**config.mk**
```make
export PLATFORM = sky130hd
export DESIGN_NAME = main_ram_arbiter
export DESIGN_NICKNAME = d
export VERILOG_FILES = /design/src/rtl/main_ram_arbiter_pkg.sv /design/src/rtl/main_ram_arbiter_rr_arbiter.sv /design/src/rtl/main_ram_arbiter.sv
export SDC_FILE = /design/constraint.sdc
export NUM_CORES = 1
export LEC_CHECK = 0
export BUFFER_PORTS_ARGS = -buffer_cell sky130_fd_sc_hd__clkbuf_2
export CORE_UTILIZATION = 40
export CTS_BUF_LIST = sky130_fd_sc_hd__clkbuf_8
export DETAILED_ROUTE_END_ITERATION = 7
export PLACE_DENSITY = 0.64
export SLEW_MARGIN = 20
export SYNTH_ARGS = -nofsm -noshare
export SYNTH_HDL_FRONTEND = slang
export SYNTH_SLANG_ARGS = --single-unit
```
**constraint.sdc**
```tcl
create_clock -name clock_i -period 12.8 [get_ports clock_i]
set_clock_uncertainty 0.15 [all_clocks]
set_input_delay 3.84 -clock clock_i [delete_from_list [all_inputs] [get_ports clock_i]]
set_output_delay 3.84 -clock clock_i [all_outputs]
set_load 0.005 [all_outputs]
```
**src/rtl/main_ram_arbiter_pkg.sv**
```systemverilog
// ============================================================================
// main_ram_pkg : shared widths, FSM encoding and byte-mask helper for main_ram_arbiter
// Revision     : 1.0
// ============================================================================
`default_nettype none

package main_ram_pkg;

    localparam int ADDR_W    = 14;
    localparam int DATA_W    = 32;
    localparam int NUM_BYTES = DATA_W / 8;

    typedef enum logic [0:0] {
        IDLE = 1'b0,
        RMW  = 1'b1
    } state_e;

    function automatic logic [DATA_W-1:0] be_to_mask(input logic [NUM_BYTES-1:0] be);
        logic [DATA_W-1:0] mask;
        mask = '0;
        for (int b = 0; b < NUM_BYTES; b++) begin
            mask[b*8 +: 8] = {8{be[b]}};
        end
        return mask;
    endfunction

endpackage

`default_nettype wire

```
**src/rtl/main_ram_arbiter_rr_arbiter.sv**
```systemverilog
// ============================================================================
// rr_arbiter : round-robin one-hot grant; pointer moves past the winner on advance
// Revision   : 1.0
// ============================================================================
`default_nettype none

module rr_arbiter #(
    parameter int N  = 3,
    parameter int PW = (N > 1) ? $clog2(N) : 1
) (
    input  logic          clock_i,
    input  logic          reset_n_i,
    input  logic [N-1:0]  req_i,
    input  logic          advance_i,
    output logic [N-1:0]  grant_o,
    output logic [PW-1:0] winner_o
);

    logic [PW-1:0] rr_ptr_q;
    logic [PW-1:0] rr_ptr_d;
    logic [PW:0]   w_idx;
    logic          w_found;

    // Scan from the pointer upward, wrapping modulo N; first pending request wins.
    always_comb begin
        grant_o  = '0;
        winner_o = '0;
        w_found  = 1'b0;
        w_idx    = '0;
        for (int k = 0; k < N; k++) begin
            w_idx = {1'b0, rr_ptr_q} + (PW+1)'(k);
            if (w_idx >= (PW+1)'(N)) begin
                w_idx = w_idx - (PW+1)'(N);
            end
            if (!w_found && req_i[w_idx[PW-1:0]]) begin
                w_found                  = 1'b1;
                grant_o[w_idx[PW-1:0]]   = 1'b1;
                winner_o                 = w_idx[PW-1:0];
            end
        end
    end

    always_comb begin
        rr_ptr_d = rr_ptr_q;
        if (advance_i) begin
            rr_ptr_d = (winner_o == PW'(N-1)) ? '0 : winner_o + 1'b1;
        end
    end

    always_ff @(posedge clock_i or negedge reset_n_i) begin
        if (!reset_n_i) begin
            rr_ptr_q <= '0;
        end else begin
            rr_ptr_q <= rr_ptr_d;
        end
    end

endmodule

`default_nettype wire

```
**src/rtl/main_ram_arbiter.sv**
```systemverilog
// ============================================================================
// main_ram_arbiter : round-robin sharing of the single-port work RAM, RMW for sub-word writes
// Revision         : 1.0
// ============================================================================
`default_nettype none

module main_ram_arbiter
    import main_ram_pkg::*;
#(
    parameter int NUM_REQ = 3
) (
    input  logic                          clock_i,
    input  logic                          reset_n_i,
    input  logic [NUM_REQ-1:0]            req_valid_i,
    output logic [NUM_REQ-1:0]            req_ready_o,
    input  logic [NUM_REQ-1:0]            req_we_i,
    input  logic [NUM_REQ*NUM_BYTES-1:0]  req_be_i,
    input  logic [NUM_REQ*ADDR_W-1:0]     req_addr_i,
    input  logic [NUM_REQ*DATA_W-1:0]     req_wdata_i,
    output logic [NUM_REQ-1:0]            rsp_valid_o,
    output logic [DATA_W-1:0]             rsp_rdata_o,
    output logic [ADDR_W-1:0]             ram_address_o,
    output logic                          ram_wren_o,
    output logic [DATA_W-1:0]             ram_data_o,
    input  logic [DATA_W-1:0]             ram_q_i,
    output logic                          busy_o
);

    localparam int PW = (NUM_REQ > 1) ? $clog2(NUM_REQ) : 1;

    state_e               state_q, state_d;
    logic [PW-1:0]        owner_q, owner_d;
    logic [ADDR_W-1:0]    addr_q, addr_d;
    logic [DATA_W-1:0]    merge_q, merge_d;
    logic [NUM_REQ-1:0]   rsp_valid_q, rsp_valid_d;
    logic [DATA_W-1:0]    rsp_rdata_q, rsp_rdata_d;
    logic [ADDR_W-1:0]    ram_addr_last_q;
    logic [DATA_W-1:0]    ram_data_last_q;

    logic [NUM_BYTES-1:0] w_be_a    [NUM_REQ];
    logic [ADDR_W-1:0]    w_addr_a  [NUM_REQ];
    logic [DATA_W-1:0]    w_wdata_a [NUM_REQ];

    logic [NUM_REQ-1:0]   w_grant;
    logic [PW-1:0]        w_winner;
    logic                 w_accept;
    logic                 w_we;
    logic [NUM_BYTES-1:0] w_be;
    logic [ADDR_W-1:0]    w_addr;
    logic [DATA_W-1:0]    w_wdata;
    logic [DATA_W-1:0]    w_mask;
    logic                 w_full_wr;
    logic                 w_partial;

    for (genvar i = 0; i < NUM_REQ; i++) begin : g_unpack
        assign w_be_a[i]    = req_be_i[i*NUM_BYTES +: NUM_BYTES];
        assign w_addr_a[i]  = req_addr_i[i*ADDR_W +: ADDR_W];
        assign w_wdata_a[i] = req_wdata_i[i*DATA_W +: DATA_W];
    end

    rr_arbiter #(
        .N  (NUM_REQ),
        .PW (PW)
    ) u_rr (
        .clock_i   (clock_i),
        .reset_n_i (reset_n_i),
        .req_i     (req_valid_i),
        .advance_i (w_accept),
        .grant_o   (w_grant),
        .winner_o  (w_winner)
    );

    assign w_accept  = (state_q == IDLE) && (|w_grant);
    assign w_we      = req_we_i[w_winner];
    assign w_be      = w_be_a[w_winner];
    assign w_addr    = w_addr_a[w_winner];
    assign w_wdata   = w_wdata_a[w_winner];
    assign w_mask    = be_to_mask(w_be);
    assign w_full_wr = w_we && (&w_be);
    assign w_partial = w_we && (|w_be) && !(&w_be);

    always_ff @(posedge clock_i or negedge reset_n_i) begin
        if (!reset_n_i) begin
            state_q <= IDLE;
        end else begin
            state_q <= state_d;
        end
    end

    always_comb begin
        state_d = state_q;
        case (state_q)
            IDLE:    if (w_accept && w_partial) state_d = RMW;
            RMW:     state_d = IDLE;
            default: state_d = IDLE;
        endcase
    end

    // RAM port holds its last address/data whenever nothing is driven onto it.
    always_comb begin
        req_ready_o   = '0;
        ram_wren_o    = 1'b0;
        ram_address_o = ram_addr_last_q;
        ram_data_o    = ram_data_last_q;
        case (state_q)
            IDLE: begin
                if (w_accept) begin
                    req_ready_o   = w_grant;
                    ram_address_o = w_addr;
                    if (w_full_wr) begin
                        ram_wren_o = 1'b1;
                        ram_data_o = w_wdata;
                    end
                end
            end
            RMW: begin
                ram_address_o = addr_q;
                ram_data_o    = merge_q;
                ram_wren_o    = 1'b1;
            end
            default: ;
        endcase
    end

    always_comb begin
        owner_d     = owner_q;
        addr_d      = addr_q;
        merge_d     = merge_q;
        rsp_valid_d = '0;
        rsp_rdata_d = rsp_rdata_q;
        if (state_q == RMW) begin
            rsp_valid_d[owner_q] = 1'b1;
        end else if (w_accept) begin
            if (!w_we) begin
                rsp_rdata_d = ram_q_i;
            end
            if (w_partial) begin
                owner_d = w_winner;
                addr_d  = w_addr;
                merge_d = (ram_q_i & ~w_mask) | (w_wdata & w_mask);
            end else begin
                rsp_valid_d[w_winner] = 1'b1;
            end
        end
    end

    always_ff @(posedge clock_i or negedge reset_n_i) begin
        if (!reset_n_i) begin
            owner_q         <= '0;
            addr_q          <= '0;
            merge_q         <= '0;
            rsp_valid_q     <= '0;
            rsp_rdata_q     <= '0;
            ram_addr_last_q <= '0;
            ram_data_last_q <= '0;
        end else begin
            owner_q         <= owner_d;
            addr_q          <= addr_d;
            merge_q         <= merge_d;
            rsp_valid_q     <= rsp_valid_d;
            rsp_rdata_q     <= rsp_rdata_d;
            ram_addr_last_q <= ram_address_o;
            ram_data_last_q <= ram_data_o;
        end
    end

    assign rsp_valid_o = rsp_valid_q;
    assign rsp_rdata_o = rsp_rdata_q;
    assign busy_o      = (state_q == RMW) || (|rsp_valid_q);

endmodule

`default_nettype wire

```
==> results.md, run 1 <==
Run status:
- The run finished with clean final reports.

CTS:
- Counting the buffers created by CTS gives 17.
- The clock network latency to the later pin of the worst-skew pair is 440 ps.
- In this run, post-CTS hold repair placed 0 buffers.
- The number of sinks handled by clock tree synthesis is 132.
- Once the clock tree was built, the setup fixing pass inserted 0 buffers.
- TritonCTS built the clock tree.
- The register clock-pin slew on the reported worst setup and hold paths is 70 ps.
- The deepest level of the CTS H-tree is 4.
- The cell at the root of the clock tree is clkbuf_8.
- The number of instances resized during post-cts repair is 0.
- The clock passes through at most 2 buffers.

Global routing:
- The largest net degree at the start of global routing is 69.
- The number of global-route vias before repair is 6015.
- The global-route wire length before repair is 33.1 mm.
- The number of antenna violations at the first check in global routing was 0.
- Summed over all layers, the global routing overflow is 0.
- Across every metal layer, demand over resource in global routing totals 0.233.

Placed design:
- The number of I/O port buffers is 275.
- In this run, placement finished with an instance count of 1159.
- The routability congestion estimate is 0.921.
- The placed wire-length estimate after detailed placement is 15.3 mm.
- The post-placement worst setup slack is 1190 ps.

Route:
- The detail-routed via count per cell is 5.28.
- Dividing the detail-routed wire length by the instance count gives 18.4 um.
- The number of nets still failing antenna checks after routing is 0.
- In this run, the number of DRC markers left after iteration 0 of detailed routing was 307.
- The detailed-routing iteration count for the pre-antenna-repair pass is 5.
- For this block, the routed nets add up to 21.9 mm of wire.
- After detailed routing, the number of remaining DRC violations is 0.
- The routed via count is 6292.

Worst hold path:
- Counting instances, the worst hold path has a depth of 1.
- The tightest min-delay check is of the reg -> reg type.

Worst setup path:
- The required time at the worst-slack endpoint is 8810 ps.
- The critical path is of the in -> out type.
- The kind of start point of the critical path is a primary input.
- The peak fanout along the critical path is 34.
- The cell count of the worst reg-to-reg path is 12.
- The type of destination of the critical path is a primary output.
- STA puts the critical path data arrival time at 7680 ps.

Synthesis:
- By area the synthesized netlist is led by dfrtp_1, mux2_2, mux2i_1.
- The most frequently used cell type in the post-synthesis netlist is dfrtp_1.
- The post-synthesis async set-or-reset flop share is 1.00.
- The most used flip-flop cell after synthesis is dfrtp_1.
- The synthesized design spends more area on one cell type than any other, namely dfrtp_1.
- Yosys printed 0 warnings.
- The post-synthesis cell type count is 43.
- Counting instances in the post-synthesis netlist gives the leading cell types as dfrtp_1, mux2_2, nand2_1, o21ai_0, mux2i_1.
- The average cell area after synthesis is 10.5 sq um.
- The cell area after synthesis is 7350 sq um.
- After technology mapping, the gate count stands at 702.
- Counting every net in the synthesized netlist gives 896.
- The share of synthesized area in the top cell type comes to 0.449.
- Of the synthesized area, sequential elements account for 0.449.
- The count of flip-flops with a built-in enable after synthesis is 0.
- The number of flip-flops and latches in the synthesized netlist is 132.

Timing:
- For this run, the top clock speed supported by timing is 85.7 MHz.
- The slew at the pin closest to its max-slew limit is 955 ps.
- Setup repair after global routing left no endpoint under its margin.
- In the finished design, the share of the clock period the worst path needs comes to 0.912.
- The final number of hold-violating endpoints was 0.
- For the final routed database, the setup TNS stands at 0 ps.
- The worst path needs 11670 ps of the cycle, external delays included.
- Setup violations remaining at the end of the flow were counted as 0.
- The number of max-slew violations in the final report is 0.
- The worst pin sits at a relative slew slack of 0.363.
- Setup slack on the critical path of the routed design comes to 1130 ps.

Floorplanning:
- The core area is 18000 sq um.
- In this run the core area contains 49 standard-cell rows.
- The initial utilization of the core area, before any placement, comes to 0.409.
- For this design the top-level I/O count stands at 276.
- The die covers 18900 sq um.
- Measured along the x axis, the die boundary spans 138 um.
- Measured along the y axis, the die boundary spans 138 um.

Power and ir drop:
- The power per cell area is 327 nW/um^2.
- The worst-case IR drop observed on VDD is 0.211 mV.
- Summing internal, switching and leakage power gives 3.05 mW.
- The leakage component of the power is 4.34 nW.

Finish:
- The post-synthesis to final-layout area growth is 26.8%.
- Of the cells placed in the final design, the portion with a size suffix greater than 1 is 0.469.
- The filler cells instantiated in the layout total 1694.
- 0 antenna diodes ended up in the layout.
- The final standard cell count with taps included and fillers excluded is 1191.
- Once layout is complete, the utilization of the core stands at 0.519.
- For this run, the post-layout net count is 1143.

Job:
- The number of maximum-capacitance violations is 0.
==> through the flow <==
stage / area (sq um) / hold slack (ps)
after floorplan: 7350 / 314
after global placement: 8920 / 338
after detailed placement: 8920 / 344
after CTS: 9320 / 362
after global routing: 9320 / 370
final: 9320 / 359
==> placed cells by master, fill, tap and decap left out, types with 3 or more instances in the layout <==
cell type	instances
mux2_4	10
o21ai_0	96
nor2_1	5
mux2i_1	63
a221o_1	4
clkbuf_2	274
buf_4	10
inv_1	8
nand3b_1	9
a21oi_1	32
nand2_1	97
a31o_2	3
o31ai_1	32
nand2b_1	3
a2111oi_0	5
mux2_2	104
and2_1	5
dfrtp_1	131
clkbuf_8	20
clkinvlp_4	3
ha_1	4
clkinv_2	4
==> registers in the layout, indices dropped and copies added (netlist names) <==
register / cells
rsp_rdata_o: 32
u_rr.rr_ptr_q: 2
ram_data_last_q: 32
ram_addr_last_q: 14
addr_q: 14
state_q: 1
merge_q: 32
rsp_valid_o: 3
owner_q: 2
==> where the power goes <==
| group | switching (mW) | internal [mW] | leakage, nW |
|---|---|---|---|
| Combinational | 1.06 | 0.894 | 2.55 |
| Clock | 0.169 | 0.188 | 0.201 |
| Sequential | 0.0893 | 0.643 | 1.60 |
==> worst max-delay path, cell delays in order <==
cell and delay [ps]:
clkbuf_2 130, mux2i_1 190, o21ai_2 140, nand2b_1 320, a21o_4 400, buf_4 370, a221oi_1 700, nand2b_2 880
o31ai_1 150, o21ai_0 340, clkbuf_2 190
==> metal layers <==
layer / share of wire / global-route usage / wire (um) / up-vias
li1: - / - / - / 3027
met1: 0.45 / 0.313 / 9880 / 3071
met2: 0.48 / 0.377 / 10600 / 172
met3: 0.049 / 0.0508 / 1080 / 22
met4: 0.014 / 0.0647 / 314 / 0
met5: 0 / 0 / 0 / -
==> path summary, 6_finish.rpt <==
path	startpoint	to	slack (ps)
worst max-delay path	req_valid_i[1]	ram_data_o[25]	1130
worst min-delay path	owner_q[1]	rsp_valid_o[0]	360
worst max register to register	u_rr.rr_ptr_q[0]	addr_q[4]	7570
worst min register to register	owner_q[1]	rsp_valid_o[0]	360
max in group asynchronous	reset_n_i	state_q	7890
min in group asynchronous	reset_n_i	rsp_rdata_o[7]	3210
==> kinds of logic (layout without fill, tap and decap cells) <==
kind of cell	after synthesis	in the layout	share of synthesized area
and+or+nand+nor	135	135	0.0865
DFF	132	132	0.449
buffers and inverters	68	328	0.0415
adders and majority gates	4	4	0.00681
muxes	177	177	0.266
AOI/OAI and AO/OA	186	186	0.150
==> cell type report <==
type,instances,area (sq um),area share
Clock buffer,20,275,0.0295
Clock inverter,12,129,0.0138
Inverter,9,33.8,0.00362
Multi-Input combinational cell,502,3800,0.407
Sequential cell,132,3300,0.354
Tap cell,229,287,0.0307
Timing Repair Buffer,287,1500,0.161
(Power assumes the default switching activity.)
==> inputs of run 2 (changes only) <==
- GPL_ROUTABILITY_DRIVEN: not set -> 0
- RECOVER_POWER: not set -> 25
==> results.md, run 2 (synthesis gave the netlist of run 1 again) <==
Run status:
- The flow ran to the end, but the final reports show violations.
- The checks that failed: max-capacitance violations, max-slew violations.

Worst setup path:
- The classification of the worst setup path is in -> out.
- The type of destination of the critical path is a primary output.
- The cell with the largest stage delay on the worst path is nand2b_2.
- The critical path goes through clkbuf_2, mux2i_1, o21ai_2, nand2b_1, a21o_4, buf_4, a221oi_1, nand2b_2, o31ai_1, o21ai_0, clkbuf_2.
- The number of buffer and inverter instances along the worst setup path is 3 (unchanged).
- The flop-to-flop setup slack is 7570 ps (about the same).
- In this run the critical register-to-register path is captured at addr_q[4].
- The peak fanout along the critical path is 34 (unchanged).
- The cell count of the worst reg-to-reg path came to 12 (unchanged).
- In this run the critical register-to-register path is launched from u_rr.rr_ptr_q[0].
- The data arrival time at the worst-slack endpoint came to 7680 ps (about the same).
- The cell seen most often among critical-path stages is clkbuf_2.
- The worst stage delay on the critical path is 880 ps (about the same).
- Grouping stages by cell kind, the critical path spends the most delay in compound AO/OA/AOI/OAI gates.
- The required time at the worst-slack endpoint is 8810 ps (about the same).
- STA classifies the critical path startpoint as a primary input.

Floorplanning:
- The die width is 138 um (unchanged).
- The I/O pin count came to 276 (unchanged).
- The die span in y came to 138 um (unchanged).
- The area of the die is 18900 sq um (unchanged).
- The standard-cell row count is 49 (unchanged).
- The initial cell density of the core is 0.409 (unchanged).
- The core area is 18000 sq um (unchanged).

Route:
- The detailed-routing iteration count for the pre-antenna-repair pass is 5 (unchanged).
- The detail-routed via count per cell is 5.30 (+0.25%).
- The DRC violations left is 0 (unchanged).
- The number of design-rule violations left by the first detailed-router iteration is 342 (+11%).
- The mean routed wirelength per cell was 18.4 um (+0.11%).
- The number of nets still failing antenna checks after routing came to 0 (unchanged).
- The wire length after detailed routing came to 21.9 mm (+0.11%).
- The routed via count was 6308 (+0.25%).

Timing:
- The slew at the pin closest to its max-slew limit is 3640 ps (+2690 ps).
- The worst hold slack is 358 ps (-1.13 ps).
- The upper clock frequency limit is 85.7 MHz (about the same).
- The sum of negative setup slack is 0 ps (unchanged).
- The clock period minus final worst setup slack is 11670 ps (-2.77 ps).
- The final setup violation count is 0 (unchanged).
- Setup repair after global routing left no endpoint under its margin.
- The final number of hold-violating endpoints came to 0 (unchanged).
- The remaining max-slew budget at the tightest pin was -1.43 (-1.79).
- The setup slack of the critical path after layout is 1130 ps (+2.77 ps).
- The number of max-slew violations in the final report came to 66 (+66).
- The final worst-path cycle share was 0.911 (about the same).

Job:
- The number of maximum-capacitance violations is 1 (+1).

Worst hold path:
- For hold timing, the worst endpoint is rsp_valid_o[0].
- The start point of the worst hold path is owner_q[1].
- The class of the tightest hold or removal check is reg -> reg.
- The number of cells on the worst hold path came to 1 (unchanged).

Global routing:
- The number of antenna violations at the first check in global routing is 0 (unchanged).
- The total congestion overflow is 0 (unchanged).
- The total global routing track utilization is 0.233 (unchanged).
- The number of global-route vias before repair is 6015 (unchanged).
- The largest net degree at the start of global routing is 69 (unchanged).
- The global-route wire length before repair came to 33.1 mm (unchanged).

Power and ir drop:
- The switching portion of total power is 0.435 (+0.000889).
- The worst IR drop on VDD is 0.212 mV (+0.13%).
- The power per cell area is 327 nW/um^2 (about the same).
- The overall power consumption is 3.04 mW (-0.22%).
- The share of total power in sequential cells is 0.241 (about the same).
- The internal power consumption is 1.72 mW (-0.38%).
- The share of power burned in the clock network is 0.117 (about the same).
- The portion of total power attributed to combinational logic is 0.642 (about the same).
- The power dissipated by switching net loads is 1.32 mW (about the same).
- The leakage component of the power came to 4.29 nW (-1.3%).

Finish:
- The total inserted antenna cells is 0 (unchanged).
- The final standard cell count with taps included and fillers excluded is 1191 (unchanged).
- The area of all placed cells without fillers is 9290 sq um (-0.31%).
- Leaving out fill and tap cells, the most frequent cells in the layout are clkbuf_2, dfrtp_1, mux2_2.
- The area growth from synthesis to layout is 26.4%.
- The layout filler cell count is 1701 (+0.41%).
- The utilization of the core after routing is 0.517 (-0.00160).
- The fraction of final layout cells with drive strength greater than 1 is 0.450 (-0.0187).
- The most common library cell in the layout ignoring fill and taps is clkbuf_2.
- The number of nets in the layout is 1143 (unchanged).

CTS:
- The maximum clock insertion buffer count is 2 (unchanged).
- The number of instances resized during post-cts repair is 0 (unchanged).
- The clock network latency to the later pin of the worst-skew pair is 440 ps (about the same).
- The cell sitting at the root of the clock tree is a clkbuf_8.
- The number of buffers created by CTS is 17 (unchanged).
- The clock tree from TritonCTS is yes.
- The number of sinks handled by clock tree synthesis is 132 (unchanged).
- The deepest level of the CTS H-tree came to 4 (unchanged).
- The number of hold buffers added after cts is 0 (unchanged).
- The buffers inserted during post-CTS setup optimization is 0 (unchanged).
- The register clock-pin slew on the reported worst setup and hold paths is 70 ps (about the same).

Placed design:
- The number of I/O port buffers is 275 (unchanged).
- The instance area after placement is 8920 sq um (unchanged).
- The number of cells after detailed placement is 1159 (unchanged).
- The post-placement worst setup slack came to 1190 ps (unchanged).
- The placed wire-length estimate after detailed placement is 15.3 mm (unchanged).
[run 2: worst max-delay path by stage]
stage | startpoint | endpoint | slack [ps] | cells past startpoint
after detailed placement | req_valid_i[1] | ram_data_o[24] | 1190 | 11
after global placement | req_valid_i[1] | ram_data_o[24] | 1220 | 11
after global routing | req_valid_i[2] | ram_data_o[25] | 750 | 11
final | req_valid_i[1] | ram_data_o[25] | 1130 | 11
after CTS | req_valid_i[1] | ram_data_o[24] | 1180 | 11
after floorplan | req_valid_i[2] | ram_data_o[31] | 2770 | 11
[run 2: cell type report]
| cell class | instances | area (sq um) | share of cell area |
|---|---|---|---|
| tap | 229 | 287 | 0.0308 |
| sequential | 132 | 3300 | 0.356 |
| multi-input combinational | 502 | 3800 | 0.408 |
| inverter | 9 | 33.8 | 0.00363 |
| clock buffer | 20 | 275 | 0.0296 |
| clock inverter | 12 | 129 | 0.0139 |
| timing repair buffer | 287 | 1470 | 0.158 |
[run 2: power by group through the flow]
stage | clock (mW) | combinational (mW) | sequential (mW)
3_5_place_dp | 0 | 1.97 | 0.738
4_1_cts | 0.366 | 1.97 | 0.733
6_report | 0.357 | 1.95 | 0.733
3_3_place_gp | 0 | 1.95 | 0.733
5_1_grt | 0.384 | 2.12 | 0.757
2_1_floorplan | 0 | 1.39 | 0.725
[run 2: routing by layer]
metal	part of all wire	routed length, um	track usage	up-vias
met2	0.49	10600	0.377	184
met4	0.015	319	0.0647	0
met1	0.45	9780	0.313	3071
met5	0	0	0	-
met3	0.053	1160	0.0508	22
li1	-	-	-	3031
